**config.mk**
```make
export PLATFORM = sky130hd
export DESIGN_NAME = multi_debouncer
export DESIGN_NICKNAME = d
export VERILOG_FILES = /design/src/rtl/multi_debouncer_pkg.sv /design/src/rtl/debounce_channel.sv /design/src/rtl/multi_debouncer.sv
export SDC_FILE = /design/constraint.sdc
export NUM_CORES = 1
export LEC_CHECK = 0
export CORE_AREA = 2 2 115 117
export CTS_CLUSTER_SIZE = 8
export DETAILED_ROUTE_END_ITERATION = 10
export DIE_AREA = 0 0 117 119
export SLEW_MARGIN = 20
export SYNTH_ARGS = -nofsm -noshare
export SYNTH_HDL_FRONTEND = slang
export SYNTH_SLANG_ARGS = --single-unit
```
**constraint.sdc**
```tcl
create_clock -name clk -period 1.9 [get_ports clk]
set_clock_uncertainty 0.05 [all_clocks]
set_input_delay 0.475 -clock clk [delete_from_list [all_inputs] [get_ports clk]]
set_output_delay 0.475 -clock clk [all_outputs]
set_load 0.005 [all_outputs]
```
**src/rtl/multi_debouncer_pkg.sv**
```systemverilog
// Shared types and helpers for the multi-channel button/sensor debouncer.
//
// Contents:
//   db_state_t        - per-channel debounce FSM state (2 bits)
//   calc_count_value  - stable-time length in clk cycles (CLK_FREQUENCY / DEBOUNCE_HZ)
//   cnt_width         - bits needed to hold 0..max_val without wrapping
//   state_is_high     - decodes the debounced level from a channel state
package multi_debouncer_pkg;

  typedef enum logic [1:0] {
    LOW          = 2'd0,
    CONFIRM_HIGH = 2'd1,
    HIGH         = 2'd2,
    CONFIRM_LOW  = 2'd3
  } db_state_t;

  function automatic int calc_count_value(input int clk_frequency, input int debounce_hz);
    return clk_frequency / debounce_hz;
  endfunction

  function automatic int cnt_width(input int max_val);
    return (max_val < 1) ? 1 : $clog2(max_val + 1);
  endfunction

  // While confirming a release the debounced level is still high.
  function automatic logic state_is_high(input db_state_t s);
    return (s == HIGH) || (s == CONFIRM_LOW);
  endfunction

endpackage

```
**src/rtl/debounce_channel.sv**
```systemverilog
// One debounce channel: two-flop synchroniser, restart-on-bounce confirm
// FSM with stable-time counter, registered press/release pulses and an
// optional long-hold detector.
//
// Optional feature macro: MULTI_DEBOUNCER_LONG_PRESS_EN
//   defined   - hold counter built, long_press pulses once per long hold
//   undefined - no hold counter, long_press tied 0
//
// Ports:
//   clk           in   system clock
//   reset         in   synchronous, active-high reset
//   button        in   raw asynchronous input
//   press         out  one-cycle pulse, level 0->1
//   release_pulse out  one-cycle pulse, level 1->0 ('release' is a reserved word)
//   long_press    out  one-cycle pulse after a long continuous high level
//   state_dbg     out  current FSM state (level is decoded from it)
module debounce_channel
  import multi_debouncer_pkg::*;
#(
  parameter int COUNT_VALUE       = 10,
  parameter int LONG_PRESS_CYCLES = 50
) (
  input  logic      clk,
  input  logic      reset,
  input  logic      button,
  output logic      press,
  output logic      release_pulse,
  output logic      long_press,
  output db_state_t state_dbg
);

  localparam int              CW   = cnt_width(COUNT_VALUE);
  localparam logic [CW-1:0]   LAST = CW'(COUNT_VALUE - 1);

  logic          s1, s2;
  db_state_t     state, state_n;
  logic [CW-1:0] count, count_n;
  logic          press_n, release_n;

  always_ff @(posedge clk) begin
    if (reset) begin
      s1            <= 1'b0;
      s2            <= 1'b0;
      state         <= LOW;
      count         <= '0;
      press         <= 1'b0;
      release_pulse <= 1'b0;
    end else begin
      s1            <= button;
      s2            <= s1;
      state         <= state_n;
      count         <= count_n;
      press         <= press_n;
      release_pulse <= release_n;
    end
  end

  // The counter is cleared on every state entry; it only advances while
  // confirming, and a contrary s2 sample abandons the confirm immediately.
  always_comb begin
    state_n   = state;
    count_n   = count;
    press_n   = 1'b0;
    release_n = 1'b0;
    case (state)
      LOW: begin
        if (s2) begin
          state_n = CONFIRM_HIGH;
          count_n = '0;
        end
      end
      CONFIRM_HIGH: begin
        if (!s2) begin
          state_n = LOW;
          count_n = '0;
        end else if (count == LAST) begin
          state_n = HIGH;
          count_n = '0;
          press_n = 1'b1;
        end else begin
          count_n = count + 1'b1;
        end
      end
      HIGH: begin
        if (!s2) begin
          state_n = CONFIRM_LOW;
          count_n = '0;
        end
      end
      CONFIRM_LOW: begin
        if (s2) begin
          state_n = HIGH;
          count_n = '0;
        end else if (count == LAST) begin
          state_n   = LOW;
          count_n   = '0;
          release_n = 1'b1;
        end else begin
          count_n = count + 1'b1;
        end
      end
      default: begin
        state_n = LOW;
        count_n = '0;
      end
    endcase
  end

  assign state_dbg = state;

`ifdef MULTI_DEBOUNCER_LONG_PRESS_EN
  localparam int            HW        = cnt_width(LONG_PRESS_CYCLES);
  localparam logic [HW-1:0] HOLD_MAX  = HW'(LONG_PRESS_CYCLES);
  localparam logic [HW-1:0] HOLD_FIRE = HW'(LONG_PRESS_CYCLES - 1);

  logic [HW-1:0] hold, hold_n;
  logic          long_q;

  // Any state other than HIGH zeroes the timer, so every entry to HIGH
  // (including a return from CONFIRM_LOW) starts a fresh hold.
  always_comb begin
    hold_n = '0;
    if (state == HIGH) begin
      hold_n = (hold == HOLD_MAX) ? hold : hold + 1'b1;
    end
  end

  always_ff @(posedge clk) begin
    if (reset) begin
      hold   <= '0;
      long_q <= 1'b0;
    end else begin
      hold   <= hold_n;
      // hold passes through HOLD_FIRE only once before saturating.
      long_q <= (state == HIGH) && (hold == HOLD_FIRE);
    end
  end

  assign long_press = long_q;
`else
  // The hold length has no effect in this build.
  assign long_press = LONG_PRESS_CYCLES[0] & 1'b0;
`endif

endmodule

```
**src/rtl/multi_debouncer.sv**
```systemverilog
// Multi-channel debouncer for the parking-system front panel. One
// debounce_channel per input; this level packs the vectors and adds the
// registered any_press summary.
//
// Optional feature macro: MULTI_DEBOUNCER_LONG_PRESS_EN (long-hold pulses).
//
// Ports:
//   clk           in   system clock
//   reset         in   synchronous, active-high reset
//   button        in   [CHANNELS] raw inputs, bit i = channel i
//   level         out  [CHANNELS] debounced level
//   press         out  [CHANNELS] one-cycle pulse on level 0->1
//   release_pulse out  [CHANNELS] one-cycle pulse on level 1->0
//   any_press     out  OR of press, one cycle later
//   long_press    out  [CHANNELS] long-hold pulse (0 without the feature)
module multi_debouncer
  import multi_debouncer_pkg::*;
#(
  parameter int CHANNELS          = 4,
  parameter int CLK_FREQUENCY     = 40_000_000,
  parameter int DEBOUNCE_HZ       = 100,
  parameter int LONG_PRESS_CYCLES = 80_000_000
) (
  input  logic                clk,
  input  logic                reset,
  input  logic [CHANNELS-1:0] button,
  output logic [CHANNELS-1:0] level,
  output logic [CHANNELS-1:0] press,
  output logic [CHANNELS-1:0] release_pulse,
  output logic                any_press,
  output logic [CHANNELS-1:0] long_press
);

  localparam int COUNT_VALUE = calc_count_value(CLK_FREQUENCY, DEBOUNCE_HZ);

  db_state_t ch_state [CHANNELS];

  for (genvar i = 0; i < CHANNELS; i++) begin : g_ch
    debounce_channel #(
      .COUNT_VALUE      (COUNT_VALUE),
      .LONG_PRESS_CYCLES(LONG_PRESS_CYCLES)
    ) u_channel (
      .clk          (clk),
      .reset        (reset),
      .button       (button[i]),
      .press        (press[i]),
      .release_pulse(release_pulse[i]),
      .long_press   (long_press[i]),
      .state_dbg    (ch_state[i])
    );
    assign level[i] = state_is_high(ch_state[i]);
  end

  always_ff @(posedge clk) begin
    if (reset) begin
      any_press <= 1'b0;
    end else begin
      any_press <= |press;
    end
  end

endmodule
```
==> summary.md, run 1 <==
| Metric | Value |
|---|---|
| Synth Instances | `584` |
| Setup TNS | `-60.97 ps` |
| CTS Root Cell | `clkbuf_16` |
| Core area | `12870 µm²` |
| WHS | `between 300 and 400 ps` |
| Fin util | `0.4898` |
| Largest net degree at the start of global routing | `28` |
| Endpoints failing hold | `0` |
| DR iter-0 viols | `approximately 300` |
| H-tree depth | `3` |
| Post-route DRC | `0` |
| Nets@finish | `roughly 670` |
| Finished Layout Cells | `840` |
| Max Freq | `0.5176 GHz` |
| TritonCTS buffer count | `9` |
| Clock share of power | `0.438` |
| Switching share of power | `0.2269` |
| Yosys cell types | `56` |
| DR vias/cell | `5.421` |
| Max Cap Viol | `0` |
| Comb pwr share | `0.038` |
| CP Launch Type | `flop` |
| Total power | `4.085 mW` |
| Via count | `4554` |
| Ys flop type | `dfxtp_1` |
| Worst-Skew Late Latency | `between 300 and 400 ps` |
| Yosys reg bits | `101` |
| Die W | `117 µm` |
| Drt wl/cell | `13.79 µm` |
| Fin area | `6306 µm²` |
| IO Count | `23` |
| Cell Count Post-Placement | `817` |
| Number of global-route vias before repair | `about 4100` |
| Clk sinks | `101` |
| Total track usage | `0.1678` |
| Final ANT Viol Nets | `0` |
| Leak | `2.358 nW` |
| CP Data Required Time | `~2100 ps` |
| VDD IR-drop max | `0.4753 mV` |
| Routability cong. | `around 0.83` |
| Clock tree buffer depth | `2` |
| Chip height | `between 100 and 150 µm` |
| Sw Pwr | `between 0.9 and 1 mW` |
| Arrival @ worst endpoint | `2120 ps` |
| Final setup margin | `-32.16 ps` |
| Initial Utilization | `0.3861` |
| Post-synth EDFFs | `0` |
| Status | `finished, violations left` |
| Syn Area/Cell | `8.512 µm²` |
| PwrDens | `between 600 and 700 nW/µm²` |
| Syn. warnings | `0` |
| Reg power frac | `0.524` |
| Failing checks | `setup timing` |
| TritonRoute pass-1 iters | `5` |
| Largest area contributor in the netlist | `dfxtp_1` |
| Total wire length | `roughly 12000 µm` |
| Setup-failing EPs final | `2` |
| Syn Std Cell Area | `a little under 5000 µm²` |
| Ranking of synthesized cells by area | `dfxtp_1 (41%), a31oi_1 (5.0%), nand3_1 (4.9%)` |
| Filler cells | `1205` |
| Ys async rst share | `0` |
| Congestion Overflow GR | `0` |
| Num rows | `42` |
| Commonest non-fill, non-tap cell in the layout | `dfxtp_1` |
| Tmin final | `1932 ps` |
| Hold Path Class | `flop to flop` |
| Crit Path Category | `flop to flop` |
| Sequential-to-total area share from yosys stat | `0.4067` |
| Commonest non-fill, non-tap cells in the layout | `dfxtp_1 (95), buf_4 (77), nand3_1 (47), nand2_1 (47)` |
| IO Port Bufs | `18` |
| Slew Limit Fails | `0` |
| Detailed placer's ending HPWL | `8186 µm` |
| Diode count | `0` |
| Share of cells above drive strength 1 | `0.2214` |
| Worst-path clk slew | `80 ps` |
| Crit path max fanout | `6` |
| Share of the synthesized area in the top cell type | `0.4067` |
| DIE AREA | `~14000 µm²` |
| CP endpoint kind | `flop` |
| Unrepaired setup endpoints after global routing | `yes` |
| TritonCTS clock tree | `done` |
| Int Power | `approximately 3.2 mW` |
| First-pass GRT wire length | `18900 µm` |
| Layout area overhead | `26.86%` |
| Dpl ws | `-55.62 ps` |
| Antenna violations before repair | `0` |
| Post-DP Area | `5757 µm²` |
| Tcrit/Tclk final | `1.017` |
cell type report:
type,count,area [µm²],area share
Clock buffer,12,256.5,0.04067
Tap cell,176,220.2,0.03492
Multi-Input combinational cell,433,2846,0.4514
Timing Repair Buffer,101,874.6,0.1387
Clock inverter,4,30.03,0.004762
Inverter,13,48.80,0.007738
Sequential cell,101,2029,0.3218
cells by family (layout without fill, tap and decap cells):
logic type / after synthesis / after routing / synth area share
compound gates: 134 / 134 / 0.1757
xor+xnor: 16 / 16 / 0.02819
other cells: 1 / 4 / 0.0007544
buf+inv: 53 / 130 / 0.05764
flops: 101 / 101 / 0.4067
simple gates: 263 / 263 / 0.2968
fa+ha+maj: 4 / 4 / 0.01007
mux: 12 / 12 / 0.02416
power by group through the flow:
stage | Clock [mW] | Combinational, mW | Sequential (mW)
after floorplan | 0 | 0.0974 | 2.19
after global placement | 0 | 0.145 | 2.19
after global routing | 1.92 | 0.170 | 2.14
after detailed placement | 0 | 0.150 | 2.19
final | 1.79 | 0.153 | 2.14
after CTS | 1.84 | 0.151 | 2.14
sequential cells by signal (all words and copies together) (netlist names), named ones only:
name                          count
any_press                         1
g_ch.u_channel.release_pulse      4
g_ch.u_channel.state_dbg          4
g_ch.u_channel.count             76
g_ch.u_channel.s2                 4
g_ch.u_channel.press              4
g_ch.u_channel.s1                 4
critical path, cell delays in order (launching register included):
cell      delay (ps)
dfxtp_2          320
or4b_4           560
nor4_4           300
a211oi_4         150
and3_1           190
a221o_1          250
cell usage after synthesis, types with 3 or more instances:
cell and instances:
nor3_1 14, nand2b_1 16, clkbuf_1 13, ha_1 4
and3_1 14, a22o_1 10, dfxtp_1 101, buf_1 5
nor4b_1 6, a21o_1 3, nand2_1 48, nor2_1 40
a41oi_1 8, xnor2_1 7, mux2i_1 12, o21ai_0 19
nand4_1 17, inv_1 13, nor4bb_1 4, and4_1 4
a21oi_1 35, or3_1 8, nor4_1 8, buf_2 4
nor2b_1 13, xor2_1 9, buf_6 4, a21oi_2 3
buf_4 14, nand3_1 49, a22oi_1 4, a31oi_1 40
per-layer routing:
metal	global-route usage	part of all wire	vias up
li1	-	-	2294
met1	0.2209	0.45	2135
met2	0.2706	0.49	113
met3	0.04478	0.047	12
met4	0.04559	0.012	0
met5	0	0	-
final timing paths:
kind | startpoint | endpoint | slack (ps) | depth (start not counted)
worst max-delay path | g_ch[3].u_channel.count[7]$_SDFFE_PP0P_ | g_ch[3].u_channel.count[8]$_SDFFE_PP0P_ | -30 | 5
worst min-delay path | g_ch[1].u_channel.s1$_SDFF_PP0_ | g_ch[1].u_channel.s2$_SDFF_PP0_ | 390 | 1
worst max register to register | g_ch[3].u_channel.count[7]$_SDFFE_PP0P_ | g_ch[3].u_channel.count[8]$_SDFFE_PP0P_ | -30 | 5
worst min register to register | g_ch[1].u_channel.s1$_SDFF_PP0_ | g_ch[1].u_channel.s2$_SDFF_PP0_ | 390 | 1
timing repair:
item                       in CTS  in global routing
cloned                          0                  2
pin swaps                       1                 11
setup buffers                   1                  4
hold buffers                    0                  0
gates resized for setup         2                 36
setup endpoints to repair       7                 52
Note: power is estimated with default switching activity, not from simulation.
==> inputs of run 2 (changes only) <==
- CORE_AREA: 2 2 115 117 -> 2 2 132 102
- DIE_AREA: 0 0 117 119 -> 0 0 134 104
- PLACE_DENSITY: default -> 0.63
==> run 2 against run 1 <==
The run still ends with setup timing left. Via count is 1.5% higher. Sequential share of layout area is 0.10 points lower. Cell count is 0.24% lower. Register-to-register slack worse by 40 ps. First-iteration DRC count is 9.1% lower. Count of clock-buffer cells in the layout is 1 lower. Cell area is 0.87% higher. Hold slack better by 1.5 ps. Maximum frequency is 1.9% lower. Critical path type unchanged. Combinational power hardly changed. Critical path depth is 1 higher. Core utilization is 1.3 points higher.
==> summary.md, run 2 (same netlist as run 1, synthesis figures left out) <==
| Metric | Value |
|---|---|
| Comb pwr share | `0.038 (about the same)` |
| Clock tree buffer depth | `2 (unchanged)` |
| Clk sinks | `101 (unchanged)` |
| Int Power | `3.163 mW (was 3.158 mW)` |
| Nets@finish | `672 (was 669)` |
| Via count | `4622 (was 4554)` |
| DIE AREA | `13940 µm² (was 13920 µm²)` |
| Post-route DRC | `0 (unchanged)` |
| CTS Root Cell | `clkbuf_16 (unchanged)` |
| Tmin final | `1970 ps (was 1932 ps)` |
| Crit path max fanout | `19 (was 6)` |
| Sw Pwr | `0.9445 mW (was 0.9268 mW)` |
| Worst-path clk slew | `70 ps (was 80 ps)` |
| Hold Path Class | `flop to flop (unchanged)` |
| Initial Utilization | `0.3927 (was 0.3861)` |
| Antenna violations before repair | `0 (unchanged)` |
| Core area | `12660 µm² (was 12870 µm²)` |
| Largest net degree at the start of global routing | `29 (was 28)` |
| Worst-Skew Late Latency | `350 ps (about the same)` |
| Filler cells | `1168 (was 1205)` |
| Diode count | `0 (unchanged)` |
| Num rows | `36 (was 42)` |
| TritonCTS buffer count | `9 (unchanged)` |
| Layout area overhead | `27.96% (was 26.86%)` |
| Die W | `134 µm (was 117 µm)` |
| Failing checks | `setup timing (unchanged)` |
| Switching share of power | `0.2299 (was 0.2269)` |
| Tcrit/Tclk final | `1.037 (was 1.017)` |
| Drt wl/cell | `14.64 µm (was 13.79 µm)` |
| Unrepaired setup endpoints after global routing | `yes (unchanged)` |
| Routability cong. | `0.8398 (was 0.8317)` |
| Leak | `2.292 nW (was 2.358 nW)` |
| Worst Tran Pin Value | `a little over 500 ps` |
| WHS | `391.9 ps (was 390.4 ps)` |
| Max Cap Viol | `0 (unchanged)` |
| Commonest non-fill, non-tap cells in the layout | `dfxtp_1 (86), buf_4 (80), nand2_1 (47) (was dfxtp_1 (95), buf_4 (77), nand3_1 (47), nand2_1 (47))` |
| Max-slew headroom | `0.6607` |
| CP Launch Type | `flop (unchanged)` |
| Dpl ws | `-161.2 ps (was -55.62 ps)` |
| Final ANT Viol Nets | `0 (unchanged)` |
| Congestion Overflow GR | `0 (unchanged)` |
| DR iter-0 viols | `269 (was 296)` |
| Clock share of power | `0.441 (was 0.438)` |
| Crit Path Category | `flop to flop (unchanged)` |
| Final setup margin | `-70.10 ps (was -32.16 ps)` |
| Commonest non-fill, non-tap cell in the layout | `dfxtp_1 (unchanged)` |
| Setup-failing EPs final | `4 (was 2)` |
| First-pass GRT wire length | `19970 µm (was 18900 µm)` |
| Hold_buf cts | `0 (unchanged)` |
| Cell Count Post-Placement | `819 (was 817)` |
| PwrDens | `645.7 nW/µm² (was 647.8 nW/µm²)` |
| Max reg flops | `76 (unchanged)` |
| Total track usage | `0.1729 (was 0.1678)` |
| Finished Layout Cells | `838 (was 840)` |
| Endpoints failing hold | `0 (unchanged)` |
| H-tree depth | `3 (unchanged)` |
| Largest Register | `g_ch.u_channel.count (unchanged)` |
| Chip height | `104 µm (was 119 µm)` |
| TritonRoute pass-1 iters | `6 (was 5)` |
| IO Port Bufs | `18 (unchanged)` |
| Detailed placer's ending HPWL | `8400 µm (was 8186 µm)` |
| Share of cells above drive strength 1 | `0.2474 (was 0.2214)` |
| Reg power frac | `0.522 (was 0.524)` |
| VDD IR-drop max | `0.4417 mV (was 0.4753 mV)` |
| Status | `finished, violations left (unchanged)` |
| R2R Setup Slk | `-70 ps (was -30 ps)` |
| IO Count | `23 (unchanged)` |
| Arrival @ worst endpoint | `2130 ps (was 2120 ps)` |
| Total wire length | `12270 µm (was 11580 µm)` |
| CP Data Required Time | `2060 ps (was 2090 ps)` |
| Slew Limit Fails | `0 (unchanged)` |
| Setup TNS | `-194.7 ps (was -60.97 ps)` |
| CP endpoint kind | `flop (unchanged)` |
| DR vias/cell | `5.516 (was 5.421)` |
| Number of global-route vias before repair | `4251 (was 4129)` |
| Max Freq | `0.5076 GHz (was 0.5176 GHz)` |
| TritonCTS clock tree | `done (unchanged)` |
==> run 2: cell count changes in the layout (fill, tap and decap cells not counted), sizes merged <==
cell      previous run  this run
clkinvlp             1         0
clkbuf              14        12
clkinv               1         2
buf                 82        86
inv                 15        16
==> run 2: power groups by stage <==
stage	clock [mW]	sequential, mW	combinational (mW)
2_1_floorplan	0	2.19	0.0974
3_3_place_gp	0	2.19	0.145
3_5_place_dp	0	2.19	0.148
4_1_cts	1.88	2.14	0.150
5_1_grt	1.96	2.14	0.170
6_report	1.81	2.14	0.154
==> run 2: metal layers <==
metal  routed length [µm]  vias up  global-route usage
li1                     -     2298                   -
met1                 5850     2199              0.2358
met2                 5821      115              0.2685
met3                  479       10             0.04240
met4                  114        0             0.05547
met5                    0        -                   0
==> run 2: per-stage QoR <==
stage	area [µm²]	utilization	power, mW
after detailed placement	5791	0.4575	2.338
after floorplan	4991	-	2.284
final	6361	0.5026	4.108
after global routing	6361	0.5026	4.269
after global placement	5791	0.4575	2.335
after CTS	6122	0.4837	4.167
==> run 2: critical path, cell delays in order, from the launching register on <==
cell	delay, ps
dfxtp_2	320
or4b_4	550
nor4_4	300
a211oi_4	160
buf_12	190
a41oi_2	190
a31oi_1	70
==> run 2: repair_timing <==
action	4_1_cts	5_1_grt
setup buffers	0	2
gates resized for setup	7	51
setup endpoints to repair	27	50
pin swaps	4	13
gates cloned	0	1
endpoints found under the hold margin	0	0
==> run 2: path summary, 6_finish.rpt <==
path                                                               from                                        to  cells after the start
worst max-delay path            g_ch[3].u_channel.count[7]$_SDFFE_PP0P_  g_ch[3].u_channel.count[18]$_SDFFE_PP0P_                      6
worst min-delay path                    g_ch[2].u_channel.s1$_SDFF_PP0_           g_ch[2].u_channel.s2$_SDFF_PP0_                      1
worst max register to register  g_ch[3].u_channel.count[7]$_SDFFE_PP0P_  g_ch[3].u_channel.count[18]$_SDFFE_PP0P_                      6
worst min register to register          g_ch[2].u_channel.s1$_SDFF_PP0_           g_ch[2].u_channel.s2$_SDFF_PP0_                      1
==> run 2: area by class of cell <==
type,count,area [µm²],area share
Clock buffer,11,252.7,0.03973
Inverter,13,48.80,0.007671
Sequential cell,101,2041,0.3208
Timing Repair Buffer,104,874.6,0.1375
Multi-Input combinational cell,433,2890,0.4544
Clock inverter,5,40.04,0.006294
Tap cell,171,214.0,0.03363
